--- src/rtl/config_loader.sv ---
// Byte-stream configuration loader: packs bytes into 32-bit words and strobes one latch-enable per word.
// Optional trailing XOR checksum byte is enabled by defining CONFIG_LOADER_CHECKSUM_EN.
module config_loader #(
   parameter int NUM_WORDS     = 32,
   parameter int STROBE_CYCLES = 1
) (
   input  logic        clk,
   input  logic        reset,
   input  logic        io_start,
   input  logic        io_in_valid,
   input  logic [7:0]  io_in_data,
   output logic        io_in_ready,
   output logic [31:0] io_d_in,
   output logic [31:0] io_configs_en,
   output logic        io_busy,
   output logic        io_done,
   output logic        io_error
);

`ifdef CONFIG_LOADER_CHECKSUM_EN
   typedef enum logic [2:0] {IDLE, ASSEMBLE, SETUP, STROBE, HOLD, DONE, CHECK} state_t;
`else
   typedef enum logic [2:0] {IDLE, ASSEMBLE, SETUP, STROBE, HOLD, DONE} state_t;
`endif

   localparam logic [4:0] LAST_WORD = 5'(NUM_WORDS - 1);
   localparam logic [3:0] LAST_STB  = 4'(STROBE_CYCLES - 1);

   state_t      state, state_n;
   logic [1:0]  byte_cnt;
   logic [4:0]  word_idx;
   logic [3:0]  strobe_cnt;
   logic [23:0] word_buf;
   logic        accept;

   // io_in_ready is itself registered from the next state, so it already implies ASSEMBLE/CHECK
   assign accept = io_in_valid & io_in_ready;

   always_comb begin
      state_n = state;
      case (state)
         IDLE:     if (io_start) state_n = ASSEMBLE;
         ASSEMBLE: if (accept && byte_cnt == 2'd3) state_n = SETUP;
         SETUP:    state_n = STROBE;
         STROBE:   if (strobe_cnt == LAST_STB) state_n = HOLD;
         HOLD: begin
            if (word_idx != LAST_WORD) state_n = ASSEMBLE;
`ifdef CONFIG_LOADER_CHECKSUM_EN
            else state_n = CHECK;
`else
            else state_n = DONE;
`endif
         end
`ifdef CONFIG_LOADER_CHECKSUM_EN
         CHECK:    if (accept) state_n = DONE;
`endif
         DONE:     state_n = IDLE;
         default:  state_n = IDLE;
      endcase
   end

`ifdef CONFIG_LOADER_CHECKSUM_EN
   logic [7:0] csum;

   always_ff @(posedge clk) begin
      if (reset) begin
         csum     <= '0;
         io_error <= 1'b0;
      end else begin
         if (state == IDLE && io_start) begin
            csum     <= '0;
            io_error <= 1'b0;
         end else if (state == ASSEMBLE && accept) begin
            csum <= csum ^ io_in_data;
         end else if (state == CHECK && accept) begin
            io_error <= (io_in_data != csum);
         end
      end
   end
`else
   assign io_error = 1'b0;
`endif

   // Partial-word bytes need no reset; io_d_in only ever takes a complete word
   always_ff @(posedge clk) begin
      if (state == ASSEMBLE && accept) begin
         case (byte_cnt)
            2'd0:    word_buf[7:0]   <= io_in_data;
            2'd1:    word_buf[15:8]  <= io_in_data;
            2'd2:    word_buf[23:16] <= io_in_data;
            default: ;
         endcase
      end
   end

   always_ff @(posedge clk) begin
      if (reset) begin
         state         <= IDLE;
         byte_cnt      <= '0;
         word_idx      <= '0;
         strobe_cnt    <= '0;
         io_d_in       <= '0;
         io_configs_en <= '0;
         io_in_ready   <= 1'b0;
         io_busy       <= 1'b0;
         io_done       <= 1'b0;
      end else begin
         state         <= state_n;
         io_in_ready   <= (state_n == ASSEMBLE)
`ifdef CONFIG_LOADER_CHECKSUM_EN
                          || (state_n == CHECK)
`endif
                          ;
         io_busy       <= (state_n != IDLE);
         io_done       <= (state_n == DONE);
         io_configs_en <= (state_n == STROBE) ? (32'd1 << word_idx) : '0;
         case (state)
            IDLE: if (io_start) begin
               byte_cnt <= '0;
               word_idx <= '0;
            end
            ASSEMBLE: if (accept) begin
               byte_cnt <= byte_cnt + 2'd1;
               if (byte_cnt == 2'd3) io_d_in <= {io_in_data, word_buf};
            end
            SETUP:  strobe_cnt <= '0;
            STROBE: strobe_cnt <= strobe_cnt + 4'd1;
            HOLD:   if (word_idx != LAST_WORD) word_idx <= word_idx + 5'd1;
            default: ;
         endcase
      end
   end

endmodule

--- config.mk ---
export PLATFORM = sky130hd
export DESIGN_NAME = config_loader
export DESIGN_NICKNAME = d
export VERILOG_FILES = /design/src/rtl/config_loader.sv
export SDC_FILE = /design/constraint.sdc
export NUM_CORES = 1
export LEC_CHECK = 0
export CORE_MARGIN = 10
export CORE_UTILIZATION = 25
export CTS_CLUSTER_SIZE = 12
export DETAILED_ROUTE_END_ITERATION = 10
export SETUP_SLACK_MARGIN = 0.3
export SKIP_CTS_REPAIR_TIMING = 1
export SLEW_MARGIN = 20
export SYNTH_ARGS = -nofsm -noshare
export SYNTH_HDL_FRONTEND = slang
export SYNTH_SLANG_ARGS = --single-unit
--- constraint.sdc ---
create_clock -name clk -period 4.1 [get_ports clk]
set_input_delay 0.615 -clock clk [delete_from_list [all_inputs] [get_ports clk]]
set_output_delay 0.615 -clock clk [all_outputs]
set_load 0.01 [all_outputs]
==> out/results.txt, run 1 <==
Sequential fraction of the synthesis area -> 64.1%
First-pass GRT wire length -> 13,700 um
Buf/Inv on CP -> 1
Cell count after synthesis -> 363
Clock latency on the worst-skew pair -> 0.33 ns
Starting Density -> 25.3%
Outcome -> complete, no violations
GRT Total Usage -> 8.50%
Max IR drop VDD -> 0.000186 V
Min-delay src -> io_d_in[20]
DRC -> 0
Root Buffer -> clkbuf_16
Netlist cell types -> 35
# setup viols final -> 0
Critical Path Start Type -> flop
# clock sinks -> 105
Dpl cells -> 606
Setup Skew -> 0.00589 ns
Setup crit start -> strobe_cnt[0]
TNS Setup -> 0 ns
Fraction of layout cells with a size suffix above 1 -> 4.56%
DR WL/cell -> 13.5 um
Placement row count -> 44
Crit-path cells -> inv_1 -> ha_1 -> and4bb_1 -> nand2b_1 -> or3_1 -> nor2_1
# fillers -> 1,433
Clk slew on worst S/H paths -> 0.06 ns
Hold/Removal Path Class -> reg2reg
Crit path kind -> reg2reg
Iteration-0 DRC count of the detailed router -> 144
Die width -> 141 um
Largest net degree at the start of global routing -> 52
Crit path max fanout -> 8
Critical Path RT -> 4.36 ns
Slew Limit Fails -> 0
Buffers on Ports -> 78
Max-slew headroom -> 39.8%
Avg Cell Area, Syn -> 10.1 um2
ANT cells -> 0
Crit share post-route -> 45.8%
Initial antenna violation count -> 0
H-tree Lvls -> 3
GP Congestion -> 0.760
Vias -> 2,627
RSZ-0062 raised after global routing -> no
Largest cells by area after synthesis -> dfxtp_1, edfxtp_1, nand2_1
CP max stage delay -> 0.50 ns
Post-Syn Area -> 0.00366 mm2
Core outline area -> 0.0144 mm2
CP arrival -> 2.14 ns
Main synth FF type -> dfxtp_1
F_max -> 0.532 GHz
Crit-path leading delay family -> simple AND/OR/NAND/NOR gates
Drt via density -> 4.22
FF-to-FF Start -> strobe_cnt[0]
Layout Area Growth over Synthesis -> 33.5%
Die area -> 0.0199 mm2
Endpoint class of the critical path -> flop
Drt first pass iters -> 4
Vias in the first global route -> 2,705
Leakage -> 1.63 nW
TritonCTS clock tree -> yes
Detail Route Antenna Nets -> 0
Total CTS buffers -> 9
CP max-delay cell -> or3_1
Most frequent cell after synthesis -> dfxtp_1
Least-Margin Pin Slew -> 0.903 ns
Synth top area share -> 44.4%
Minimum clock period -> 1.88 ns
EDFF count, synth -> 24
Max-Cap Viols -> 0
Syn nets -> 388
Final net count -> 459
#FFs+latches synth -> 105
Power density over cell area -> 396 mW/mm2
Die Ht -> 141 um
Final Non-Filler Cells -> 623
Hold Vio Cnt, Final -> 0
Gr ovfl total -> 0
Clk buf depth -> 2
Detailed Place HPWL -> 6280 um
Post-Route WL -> 8410 um
I/O pin total -> 80
Ys async rst share -> 0%
Top post-synthesis cells by count -> dfxtp_1, nand2_1, a21oi_1
Leading area contributor after synthesis -> dfxtp_1
Warnings from Yosys -> 0
layout by cell type, fill, tap and decap left out, types with 2 or more instances in the layout:
master / instances
dfxtp_1: 81
nand2_1: 78
clkdlybuf4s50_1: 77
a21oi_1: 45
nor2_1: 41
edfxtp_1: 24
ha_1: 13
inv_1: 9
nand3_1: 9
clkbuf_16: 9
nor3_1: 6
and3_1: 5
nand2b_1: 4
or3_1: 3
nor2b_1: 2
o21ai_0: 2
a21o_1: 2
nor4_1: 2
nor3b_1: 2
a22oi_1: 2
clkinv_1: 2
clkinv_4: 2
through the flow:
| step | hold slack, ns | setup slack, ns | area [um2] | util, % | power [mW] |
|---|---|---|---|---|---|
| floorplan | 0.458 | 2.42 | 3660 | - | 1.11 |
| detailed placement | 0.451 | 1.53 | 4570 | 31.7 | 1.13 |
| global placement | 0.446 | 1.57 | 4570 | 31.7 | 1.13 |
| finish | 0.456 | 2.22 | 4880 | 33.8 | 1.93 |
| CTS | 0.460 | 1.88 | 4860 | 33.7 | 1.96 |
| global route | 0.475 | 2.05 | 4880 | 33.8 | 2.01 |
flip-flops by register name, indices dropped and copies added (netlist names):
register / flops
byte_cnt: 2
io_busy: 1
io_configs_en: 32
io_d_in: 32
io_done: 1
io_in_ready: 1
state: 3
strobe_cnt: 4
word_buf: 24
word_idx: 5
power by group:
part	internal, mW	leakage, nW	switching, mW
clock	0.488	0.145	0.340
sequential	1.06	0.869	0.00339
combinational	0.0162	0.618	0.0245
area by class of cell:
| cell class | instances | area, um2 | share of cell area, % |
|---|---|---|---|
| sequential | 105 | 2340 | 48.0 |
| multi-input combinational | 229 | 1180 | 24.1 |
| timing repair buffer | 80 | 798 | 16.4 |
| clock buffer | 11 | 243 | 4.97 |
| tap | 184 | 230 | 4.72 |
| clock inverter | 5 | 55.1 | 1.13 |
| inverter | 9 | 33.8 | 0.692 |
layer usage:
metal  wire length (um)  part of all wire, %  GRT usage [%]  up-vias
li1                   -                    -              -     1338
met1               3900                   46           10.1     1226
met2               3920                   47           13.7       57
met3                504                  6.0           3.02        6
met4                 92                  1.1           3.32        0
met5                  0                    0              0        -
cell families after synthesis:
family / after synthesis / synth area share (%)
XOR/XNOR: 1 / 0.240
AND/OR/NAND/NOR: 159 / 19.0
flip-flops: 105 / 64.1
AO/OA/AOI/OAI: 54 / 7.97
adder cells (fa/ha/maj): 13 / 4.45
multiplexers: 1 / 0.274
other: 1 / 0.103
buffers and inverters: 29 / 3.90
worst reg2reg max path, cell delays in order, from the launching register on:
cell and delay [ns]:
dfxtp_1 0.40, inv_1 0.06, ha_1 0.19, and4bb_1 0.22, nand2b_1 0.29, or3_1 0.50, nor2_1 0.15
worst paths after layout:
| check | end | slack, ns | cells after the start |
|---|---|---|---|
| max | io_configs_en[20] | 2.22 | 6 |
| min | io_d_in[20] | 0.46 | 2 |
| max reg2reg | io_configs_en[20] | 2.22 | 6 |
| min reg2reg | io_d_in[20] | 0.46 | 2 |
(Power assumes the default switching activity.)
==> inputs of run 2 (changes only) <==
==> constraint.sdc (replaced) <==
create_clock -name clk -period 1.85 [get_ports clk]
set_input_delay 0.2775 -clock clk [delete_from_list [all_inputs] [get_ports clk]]
set_output_delay 0.2775 -clock clk [all_outputs]
set_load 0.01 [all_outputs]
==> run 2 against run 1 <==
Compared with the run above:
- first-iteration DRC count down 3.5%
- cell area up 7.4%
- hold slack worse by 0.13 ns
- non-clock buffer count up 18
- clock skew down 0.00077 ns
- largest power group unchanged
==> out/results.txt, run 2 (synthesis results as in run 1) <==
ANT cells -> 0
Layout Area Growth over Synthesis -> 43.4%
Vias in the first global route -> 2,661
Buf/Inv on CP -> 0
Detailed Place HPWL -> 6380 um
Post-Route WL -> 8990 um
Max-slew headroom -> 65.5%
Largest net degree at the start of global routing -> 50
Core outline area -> 0.0144 mm2
Vias -> 2,728
Least-Margin Pin Slew -> 0.517 ns
RSZ-0062 raised after global routing -> yes
TritonCTS clock tree -> yes
DRC -> 0
Root Buffer -> clkbuf_16
# setup viols final -> 0
Buffers on Ports -> 78
CP max stage delay -> 0.36 ns
Post-route cell area -> 0.00524 mm2
Starting Density -> 25.3%
Comb pwr share -> 2.4%
Clk pwr share -> 41.9%
P_int -> 3.38 mW
DR WL/cell -> 14.0 um
TNS Setup -> 0 ns
Psw -> 0.838 mW
Detail Route Antenna Nets -> 0
Drt via density -> 4.26
Die Ht -> 141 um
Power density over cell area -> 805 mW/mm2
CP arrival -> 1.78 ns
Critical Path Start Type -> flop
Crit path max fanout -> 4
Dpl cell area -> 0.00463 mm2
Minimum clock period -> 1.58 ns
Final net count -> 477
Placement row count -> 44
Max IR drop VDD -> 0.000437 V
Most Crowded Layer GR -> met2
First-pass GRT wire length -> 13,600 um
Max-Cap Viols -> 0
Grt met1 use -> 10.2%
Most common cell after layout, fill and taps aside -> nand2_1
Crit path kind -> reg2reg
Crit-path leading delay family -> flip-flops
GR Util met2 -> 13.5%
Top cell by count, worst path -> ha_4
Clk slew on worst S/H paths -> 0.06 ns
CP max-delay cell -> dfxtp_4
# clock sinks -> 105
Biggest regs -> io_configs_en: 32 flops, io_d_in: 32 flops, word_buf: 24 flops
Setup Skew -> 0.00511 ns
Crit share post-route -> 85.7%
Global Route met3 Usage -> 2.96%
Total CTS buffers -> 9
GP Congestion -> 0.757
Critical Path RT -> 2.05 ns
Die area -> 0.0199 mm2
Initial antenna violation count -> 0
Hold/Removal Path Class -> in2reg
Drt first pass iters -> 4
F_max -> 0.631 GHz
Endpoint class of the critical path -> flop
Crit-path cells -> ha_4 -> and3_4 -> ha_4 -> nand2b_4 -> a211oi_2 -> xnor2_1 -> a211oi_1
Fraction of layout cells with a size suffix above 1 -> 16.4%
H-tree Lvls -> 3
Outcome -> complete, no violations
Most frequent cells in the layout -> nand2_1, dfxtp_1, clkdlybuf4s50_1
Clock latency on the worst-skew pair -> 0.34 ns
Power Total -> 4.22 mW
Part of the power in registers -> 55.7%
Hold Vio Cnt, Final -> 0
R2R setup slack -> 0.27 ns
Leakage -> 2.11 nW
Sw Ratio -> 19.8%
Die width -> 141 um
Iteration-0 DRC count of the detailed router -> 139
Gr ovfl total -> 0
Clk buf depth -> 2
Core Util, Final -> 36.3%
GRT Total Usage -> 8.46%
Slew Limit Fails -> 0
I/O pin total -> 80
==> run 2: cell count changes in the layout (fill, tap and decap cells not counted), moves of 3 or more <==
| cell | before | now |
|---|---|---|
| buf_4 | 1 | 17 |
| and3_1 | 5 | 2 |
| nand2_1 | 78 | 75 |
| ha_1 | 13 | 9 |
| clkdlybuf4s50_1 | 77 | 57 |
| a21oi_1 | 45 | 42 |
| dlymetal6s2s_1 | 0 | 20 |
| nor2_2 | 0 | 5 |
| dfxtp_1 | 81 | 73 |
| dfxtp_4 | 0 | 6 |
| ha_4 | 0 | 3 |
| a21oi_2 | 0 | 3 |
| nor2_1 | 41 | 36 |
==> run 2: metrics by stage <==
stage | worst slack, ns | hold WS (ns) | std cells
finish | 0.265 | 0.322 | 641
global route | 0.157 | 0.330 | 641
CTS | 0.138 | 0.301 | 626
detailed placement | 0.0880 | 0.446 | 610
global placement | 0.111 | 0.444 | 610
floorplan | 0.265 | 0.376 | 363
==> run 2: final timing paths <==
check             depth (start not counted)                end        start
setup reg to reg                          7        word_idx[3]  word_idx[1]
hold / removal                            4  io_configs_en[27]        reset
hold reg to reg                           2         io_d_in[6]   io_d_in[6]
setup / recovery                          7        word_idx[3]  word_idx[1]
==> run 2: metal layers <==
metal,routed length (um),vias up
met5,0,-
met4,121,0
met3,460,7
met2,4210,56
met1,4190,1286
li1,-,1379
==> run 2: worst min-delay path: cells and delay by family <==
family	cells	cell delay, ns
buffers and inverters	1	0.10
and+or+nand+nor	3	0.24
==> run 2: power groups by stage <==
stage	combinational (mW)	clock [mW]	sequential, mW
after detailed placement	0.0966	0	2.41
after CTS	0.0971	1.82	2.36
after global routing	0.110	1.91	2.35
final	0.100	1.77	2.35
after floorplan	0.0499	0	2.41
after global placement	0.0953	0	2.41
==> run 2: cell type report <==
class | instances | area (um2)
tap | 184 | 230
fill | 1433 | 9180
sequential | 105 | 2370
timing repair buffer | 98 | 1020
multi-input combinational | 229 | 1310
clock inverter | 2 | 12.5
clock buffer | 14 | 268
inverter | 9 | 33.8
